`config.mk`:
```
export PLATFORM = sky130hd
export DESIGN_NAME = lane_serializer_2to1
export DESIGN_NICKNAME = d
export VERILOG_FILES = /design/src/rtl/serdes_pkg.sv /design/src/rtl/lane_serializer_2to1.sv
export SDC_FILE = /design/constraint.sdc
export NUM_CORES = 1
export LEC_CHECK = 0
export ABC_AREA = 1
export CAP_MARGIN = 5
export CORE_UTILIZATION = 42
export CTS_BUF_LIST = sky130_fd_sc_hd__clkbuf_4 sky130_fd_sc_hd__clkbuf_8
export DETAILED_ROUTE_END_ITERATION = 6
export HOLD_SLACK_MARGIN = 0.12
export PLACE_DENSITY = 0.75
export SLEW_MARGIN = 25
export SYNTH_ARGS = -nofsm -noshare
export SYNTH_HDL_FRONTEND = slang
export SYNTH_SLANG_ARGS = --single-unit
```
`constraint.sdc`:
```
create_clock -name CLK -period 1.5 [get_ports CLK]
set_input_delay 0.375 -clock CLK [delete_from_list [all_inputs] [get_ports CLK]]
set_output_delay 0.375 -clock CLK [all_outputs]
set_load 0.02 [all_outputs]
```
`src/rtl/serdes_pkg.sv`:
```
// Shared definitions for the lane serializer: lane count and
// output sequencing states.
package serdes_pkg;

    localparam int LANES      = 2;
    localparam int LANE_IDX_W = 1;

    typedef enum logic [1:0] {
        EMPTY = 2'd0,
        LANE0 = 2'd1,
        LANE1 = 2'd2
    } state_t;

endpackage

```
`src/rtl/lane_serializer_2to1.sv`:
```
// Turns one 2-lane vector per handshake into two single-lane beats,
// lane 0 first, with back-to-back vectors and no bubble.
module lane_serializer_2to1
    import serdes_pkg::*;
#(
    parameter int WIDTH = 8
) (
    input  logic             CLK,
    input  logic             RESETN,
    input  logic             CE,
    input  logic [WIDTH-1:0] I0,
    input  logic [WIDTH-1:0] I1,
    input  logic             valid_data_in,
    output logic             ready_data_in,
    output logic [WIDTH-1:0] O,
    output logic             last_out,
    output logic             valid_data_out,
    input  logic             ready_data_out
);

    state_t                   state;
    state_t                   state_n;
    logic [LANES*WIDTH-1:0]   vec;
    logic                     capture;
    logic                     in_fire;
    logic                     out_fire;

    assign valid_data_out = RESETN && (state != EMPTY);
    assign last_out       = RESETN && (state == LANE1);

    // Accept a new vector only when the last beat of the held one leaves now.
    assign ready_data_in = RESETN && CE &&
                           ((state == EMPTY) ||
                            ((state == LANE1) && ready_data_out));

    assign in_fire  = CE && valid_data_in && ready_data_in;
    assign out_fire = CE && valid_data_out && ready_data_out;

    always_comb begin
        O = '0;
        unique case (state)
            LANE0:   O = vec[WIDTH-1:0];
            LANE1:   O = vec[2*WIDTH-1:WIDTH];
            default: O = '0;
        endcase
    end

    always_comb begin
        state_n = state;
        capture = 1'b0;
        unique case (state)
            EMPTY: begin
                if (in_fire) begin
                    capture = 1'b1;
                    state_n = LANE0;
                end
            end
            LANE0: begin
                if (out_fire) state_n = LANE1;
            end
            LANE1: begin
                if (out_fire) begin
                    if (in_fire) begin
                        capture = 1'b1;
                        state_n = LANE0;
                    end else begin
                        state_n = EMPTY;
                    end
                end
            end
            default: state_n = EMPTY;
        endcase
    end

    always_ff @(posedge CLK or negedge RESETN) begin
        if (!RESETN) begin
            state <= EMPTY;
            vec   <= '0;
        end else if (CE) begin
            state <= state_n;
            if (capture) vec <= {I1, I0};
        end
    end

endmodule

```
After elaboration in Yosys (flattened, before gate mapping)
Index checks and enable logic that the tools add are counted.
- output and inout port bits: 11
- input bits: 21
- flip-flop bits (word level): 18
- logic and storage cells: 30
- reduce and logical (&&, ||, !) cells: 14
- muxes and demuxes: 9
- equality and inequality tests: 5
- operators by type and width (cell ; number):
    $pmux W8 S2 ; 1
    $logic_and A1 B1 Y1 ; 9
    $mux W2 ; 3
    $ne A2 B2 Y1 const B ; 3
    $pmux W2 S3 ; 1
    $reduce_and A4 Y1 ; 1
    $mux W1 ; 3
    $eq A2 B1 Y1 const B ; 1
    $eq A2 B2 Y1 const B ; 1
    $logic_not A2 Y1 ; 1
    $pmux W1 S2 ; 1
    $reduce_and A2 Y1 ; 1
    $reduce_bool A2 Y1 ; 1
    $logic_or A1 B1 Y1 ; 1

Logic depth before layout (Yosys ltp)
Gate-level depths: netlist of run 1.
- word-level depth: 9
- gate-level depth with buffers: 10
- mapped depth without buffers: 9

Worst setup path before layout of run 1
Ideal clock, no wire load.
- path type: flip-flop to output port
- start: register state[0]
- end: output port O[0]
- required time: 1125 ps
- slack: -222 ps
- stages on the path, launching flop included: 6
- buffers on the path: 1
- data arrival time: 1347 ps
- cell sequence: dfrtp_1 > inv_1 > ha_1 > clkbuf_1 > nand2_1 > a21oi_1
- word-level cells in the longest chain between the ends: 2
- elaborated cells on any way between the ends: 3
- RTL lines (item ; line ; text):
    start: declaration ; lane_serializer_2to1.sv:21 ; state_t state;
    start signal: assignment ; lane_serializer_2to1.sv:80 ; state <= state_n;
    $eq A2 B2 Y1 / $eq A2 B1 Y1 (equally long branches) ; lane_serializer_2to1.sv:41 ; unique case (state)
    $pmux W8 S2 (*) ; lane_serializer_2to1.sv:41 ;
    end: declaration ; lane_serializer_2to1.sv:15 ; output logic [WIDTH-1:0] O,
Mark *: on every way between the ends. The rest lies on a longest branch, timed or not.

Final worst setup path of run 1
Ends and elaborated chain as after synthesis.

==> key figures, run 1 <==
Synthesis
  – Flops & latches, synth: 18
  – Seq/Total Area, Yosys: ~45%
  – Main synth FF type: dfrtp_1
  – Syn Nets: ~160
  – FFs w/ async S/R, synth: 100.0%
  – Number of synthesized flops with an enable pin: 0
  – Mapped Cells: 131
  – Synth cell types: 17
  – Synth area leader: dfrtp_1
  – Synthesized area: about 1000 um^2
  – Synth Area per Inst: 7.603 um^2
  – Largest cells by area after synthesis: dfrtp_1, nand2_1, nand3_1, ha_1, a21oi_1
  – Synth cell count leaders: nand2_1, dfrtp_1, nand3_1
  – Share of the synthesized area in the top cell type: 45.23%
  – Yosys warnings: 0
  – Top-count cell post-synth: nand2_1

CTS
  – CTS Buffer Depth: 2
  – CTS Sinks: 18
  – Clk_lat worst skew: 0.29 ns
  – CTS tree: done
  – Total CTS buffers: 3
  – H-Tree Depth: 1
  – Root buffer cell: clkbuf_4
  – Worst-path clk slew: roughly 0.1 ns

Cells and area
  – Nets: 211
  – Fill cells: between 150 and 200
  – Layout cells sized above 1: 34.97%
  – Final instance area: 1720 um^2
  – Inserted Diodes: 0
  – Area grow syn2layout: 72.74%
  – Layout Cells excl Fill: 211

Timing
  – Setup repair after global routing missed its margin: true
  – Slack of the critical path: -0.4189 ns
  – Slew HR: approximately 75%
  – Max frequency: 521.1 MHz
  – Final slew viol count: 0
  – Shortest period the worst path allows: 1.919 ns
  – Actual slew at the worst max-slew pin: 0.3689 ns
  – # setup viols final: 28
  – Hold Fails Final Rpt: 0
  – Worst clock skew: 0.005019 ns
  – Post-route clock period utilization: 127.9%

Die
  – Core area: roughly 2200 um^2
  – Die Y: just over 50 um
  – Initial core utilization: 44.59%
  – Die Area: about 2600 um^2
  – I/O Pins: 32
  – DIE WIDTH: 50.70 um
  – Row Count: 17

Routing
  – DR top layer: met4
  – Starting DRT DRC Count: 12
  – Routed length on met3: 117 um
  – Routed wire length: 2907 um
  – Via-per-instance ratio: 5.052
  – Routed length per instance: 13.78 um
  – Routed Antenna Nets: 0
  – M1 WL: ~1200 um
  – DRC Markers: 0
  – Met2 Routed Length: 1472 um
  – Vias: 1066
  – First drt pass iteration count: 4

Worst setup path
  – Worst Path Required: 1.12 ns
  – Crit. End Element: output pin
  – Worst Setup Start Kind: register
  – Crit path DAT: approximately 1.5 ns
  – CP max FO: 4
  – Crit Path Class: reg2out

Placed design
  – Cell Area, Placed: 1464 um^2
  – Placed cells: between 150 and 200
  – Global placement routability congestion: 0.7756
  – Port buffer count: 31
  – Hpwl dp: 1776 um
  – DP Worst Slack: -0.6286 ns

Global routing
  – Vias in the first global route: approximately 1000
  – Wire length of the first global-routing pass: 4588 um
  – Total track usage: between 20% and 30%
  – Initial antenna violation count: 0
  – Total gr overflow: 0
  – Pin count of the biggest net entering global routing: 17

Hold path
  – Hold WC Path Type: in2async

Power and ir drop
  – Lkg Pwr: between 0.8 and 0.9 nW
  – Clock share of power: 7.4%
  – Worst vdd ir: 1.287 mV
  – Flop pwr share: 27.3%
  – Sw Ratio: between 40% and 50%
  – Internal: 0.001774 W
  – Psw: 0.001388 W
  – Logic gate share of total power: between 60% and 70%
  – Pwr Density: between 1500 and 2000 nW/um^2
  – Overall power: 0.003162 W

Outcome
  – Status: complete, but fails checks
  – Failing checks: setup timing

Job
  – # Max-Cap Violations: 0
## routing by layer
layer,vias up,GRT usage [%]
met2,36,41.56
li1,526,-
met4,0,15.74
met3,10,4.848
met1,494,28.46
met5,-,0
## flip-flops by register name, indices dropped and copies added (netlist names)
register,cells
vec,16
state,2
## repair_timing
action | 4_1_cts | 5_1_grt
setup endpoints to repair | 29 | 29
hold buffers | 0 | 0
pin swaps | 4 | 4
buffers inserted | 8 | 3
gates resized for setup | 73 | 21
## placed cells by master (no fill, tap or decap), drive strengths merged
cell,n
nand3,18
inv,9
clkbuf,3
dfrtp,18
a21oi,9
a31oi,1
buf,35
nand2,59
o21ai,2
dlygate4sd2,1
clkinvlp,1
clkdlybuf4s50,19
nor2,2
ha,5
nand4,1
## critical path, stage by stage, from the launching register on
cell	delay (ns)
dfrtp_1	0.39
inv_2	0.07
ha_4	0.27
clkinvlp_4	0.11
buf_6	0.16
a21oi_2	0.12
buf_6	0.14
## power groups by stage
stage / clock network, W / registers (W) / logic (W)
after global routing: 0.000278 / 0.000893 / 0.00220
final: 0.000235 / 0.000862 / 0.00206
after global placement: 0 / 0.000849 / 0.00136
after floorplan: 0 / 0.000832 / 0.000890
after detailed placement: 0 / 0.000862 / 0.00139
after CTS: 0.000242 / 0.000858 / 0.00178
## worst paths after layout
kind	slack, ns	cells past startpoint	start	to
worst max-delay path	-0.42	6	state[0]	O[0]
worst min-delay path	0.17	2	RESETN	state[0]
worst max register to register	-0.05	9	state[1]	vec[8]
worst min register to register	0.48	2	vec[15]	vec[15]
max in group asynchronous	1.07	3	RESETN	vec[7]
min in group CLK	0.48	2	vec[15]	vec[15]
## logic make-up after synthesis
logic type | synth area share [%]
simple gates | 33.67
flops | 45.23
fa+ha+maj | 6.281
compound gates | 7.287
buf+inv | 7.537
## area by class of cell
class	instances	area, um^2	area share (%)
tap	28	35.03	2.036
clock buffer	3	22.52	1.309
timing repair buffer	55	544.3	31.64
sequential	18	450.4	26.18
inverter	10	41.29	2.400
multi-input combinational	97	626.9	36.44
## through the flow
step                      hold slack [ns]  utilization (%)  setup TNS, ns
final                              0.1740            77.03         -4.275
after global routing               0.1706            77.03         -6.739
after CTS                          0.1697            71.65         -3.579
after detailed placement           0.4599            65.55         -11.94
after global placement             0.4560            65.55         -11.33
after floorplan                   0.07941                -        -0.2209
No activity file was read; power rests on OpenSTA's default activity.
==> inputs of run 2 (changes only) <==
Settings changed: CORE_MARGIN set to 2, CORE_UTILIZATION 42 to 51, PLACE_DENSITY 0.75 to 0.85, TNS_END_PERCENT set to 1.
Clock period 1.5 ns to 2.4 ns, I/O delays scaled along.
==> key figures, run 2 (synthesis results as in run 1) <==
Global routing
  – Vias in the first global route: between 900 and 1000
  – Wire length of the first global-routing pass: ~3800 um
  – Initial antenna violation count: 0
  – Total track usage: 23.42%
  – Total gr overflow: 0
  – Pin count of the biggest net entering global routing: 18

Routing
  – Routed length per instance: approximately 12 um
  – First drt pass iteration count: 4
  – Vias: 1003
  – Via-per-instance ratio: roughly 5.1
  – Routed Antenna Nets: 0
  – Starting DRT DRC Count: 39
  – Routed wire length: 2333 um
  – DRC Markers: 0

Worst setup path
  – Crit path DAT: 1.71 ns
  – Worst Path Required: 1.80 ns
  – Crit Path Class: reg2out
  – Crit. End Element: output pin
  – Worst Setup Start Kind: register
  – CP max FO: 8

Timing
  – Post-route clock period utilization: 96.42%
  – Max frequency: 432.1 MHz
  – Hold Fails Final Rpt: 0
  – # setup viols final: 0
  – Slew HR: 82.42%
  – Actual slew at the worst max-slew pin: ~0.26 ns
  – Shortest period the worst path allows: 2.314 ns
  – Worst clock skew: 0.001208 ns
  – Setup repair after global routing missed its margin: false
  – Final slew viol count: 0

Power and ir drop
  – Pwr Density: a little over 1000 nW/um^2
  – Worst vdd ir: between 0.7 and 0.8 mV
  – Lkg Pwr: 0.7200 nW

CTS
  – Root buffer cell: clkbuf_4
  – Total CTS buffers: 3
  – Setup bufs post-CTS: 0
  – CTS Buffer Depth: 2
  – CTS Hold Bufs: 0
  – H-Tree Depth: 1
  – Clk_lat worst skew: 0.29 ns
  – Worst-path clk slew: around 0.1 ns
  – CTS Sinks: 18
  – CTS tree: done

Cells and area
  – Top flop regs: vec (16), state (2)
  – Layout cells sized above 1: 13.53%
  – Largest register FFs: 16
  – Final instance area: 1378 um^2
  – Nets: 197
  – Commonest non-fill, non-tap cell in the layout: nand2_1
  – Most frequent cells in the layout: nand2_1, clkdlybuf4s50_1, nand3_1, dfrtp_1
  – Post-Route Utilization: 77.26%
  – Area grow syn2layout: 38.32%
  – Most flop-heavy register: vec
  – Inserted Diodes: 0

Outcome
  – Status: finished clean

Job
  – # Max-Cap Violations: 0

Die
  – DIE WIDTH: 48.19 um
  – Die Area: 2322 um^2
  – I/O Pins: 32
  – Initial core utilization: 55.86%
  – Row Count: 15
  – Die Y: 48.19 um
  – Core area: 1783 um^2

Placed design
  – Hpwl dp: roughly 1800 um
  – Cell Area, Placed: 1375 um^2
  – Global placement routability congestion: 0.8032
  – Port buffer count: 31

Hold path
  – Hold WC Path Type: reg2reg
run 2: cell types whose count changed in the layout (fill, tap and decap cells not counted), sizes merged:
cell	before	now
buf	35	10
clkbuf	3	10
clkdlybuf4s15	0	2
dlygate4sd2	1	3
clkdlybuf4s50	19	20
clkinvlp	1	0
inv	9	10
run 2: final cells by class:
class / instances / area, um^2
Timing Repair Buffer: 41 / 351.6
Clock buffer: 4 / 36.28
Inverter: 10 / 37.54
Tap cell: 25 / 31.28
Fill cell: 132 / 405.4
Multi-Input combinational cell: 97 / 470.5
Sequential cell: 18 / 450.4
run 2: critical path, cell delays in order, from the launching register on:
cell	delay (ns)
dfrtp_1	0.43
inv_1	0.09
ha_1	0.28
inv_1	0.12
a21oi_1	0.17
clkdlybuf4s15_1	0.33
run 2: metal layers:
layer / vias to the layer above / GRT usage, % / wire length (um)
met5: - / 0 / 0
met1: 461 / 28.37 / 976
li1: 494 / - / -
met2: 44 / 41.58 / 1190
met4: 0 / 9.730 / 36
met3: 4 / 2.963 / 129
run 2: report_power, final:
group / switching [W] / internal [W] / leakage [nW]
sequential: 0.0000922 / 0.000450 / 0.225
combinational: 0.000437 / 0.000262 / 0.474
clock: 0.0000895 / 0.0000924 / 0.0210
run 2: final timing paths:
kind / startpoint / end / slack, ns / cells after the start
setup / recovery: state[0] / O[0] / 0.09 / 5
hold / removal: vec[12] / vec[12] / 0.48 / 2
min in group asynchronous: RESETN / state[1] / 0.68 / 2
setup reg to reg: state[0] / vec[5] / 0.74 / 8
max in group asynchronous: RESETN / vec[11] / 1.45 / 3
hold reg to reg: vec[12] / vec[12] / 0.48 / 2
run 2: through the flow:
stage	setup TNS, ns	total power [W]	setup slack [ns]	hold slack (ns)	std cells
2_1_floorplan	0	0.0009920	0.4533	0.3044	131
3_3_place_gp	-0.4535	0.001264	-0.1693	0.4549	191
3_5_place_dp	-0.4929	0.001294	-0.1822	0.4585	191
4_1_cts	0	0.001435	0.02223	0.4836	195
5_1_grt	0	0.001542	0.003708	0.5095	195
6_report	0	0.001424	0.08590	0.4825	195
run 2: what timing repair did:
action | in CTS | in global routing
gates resized for setup | 11 | 14
pin swaps | 0 | 0
endpoints found under the setup margin | 11 | 8
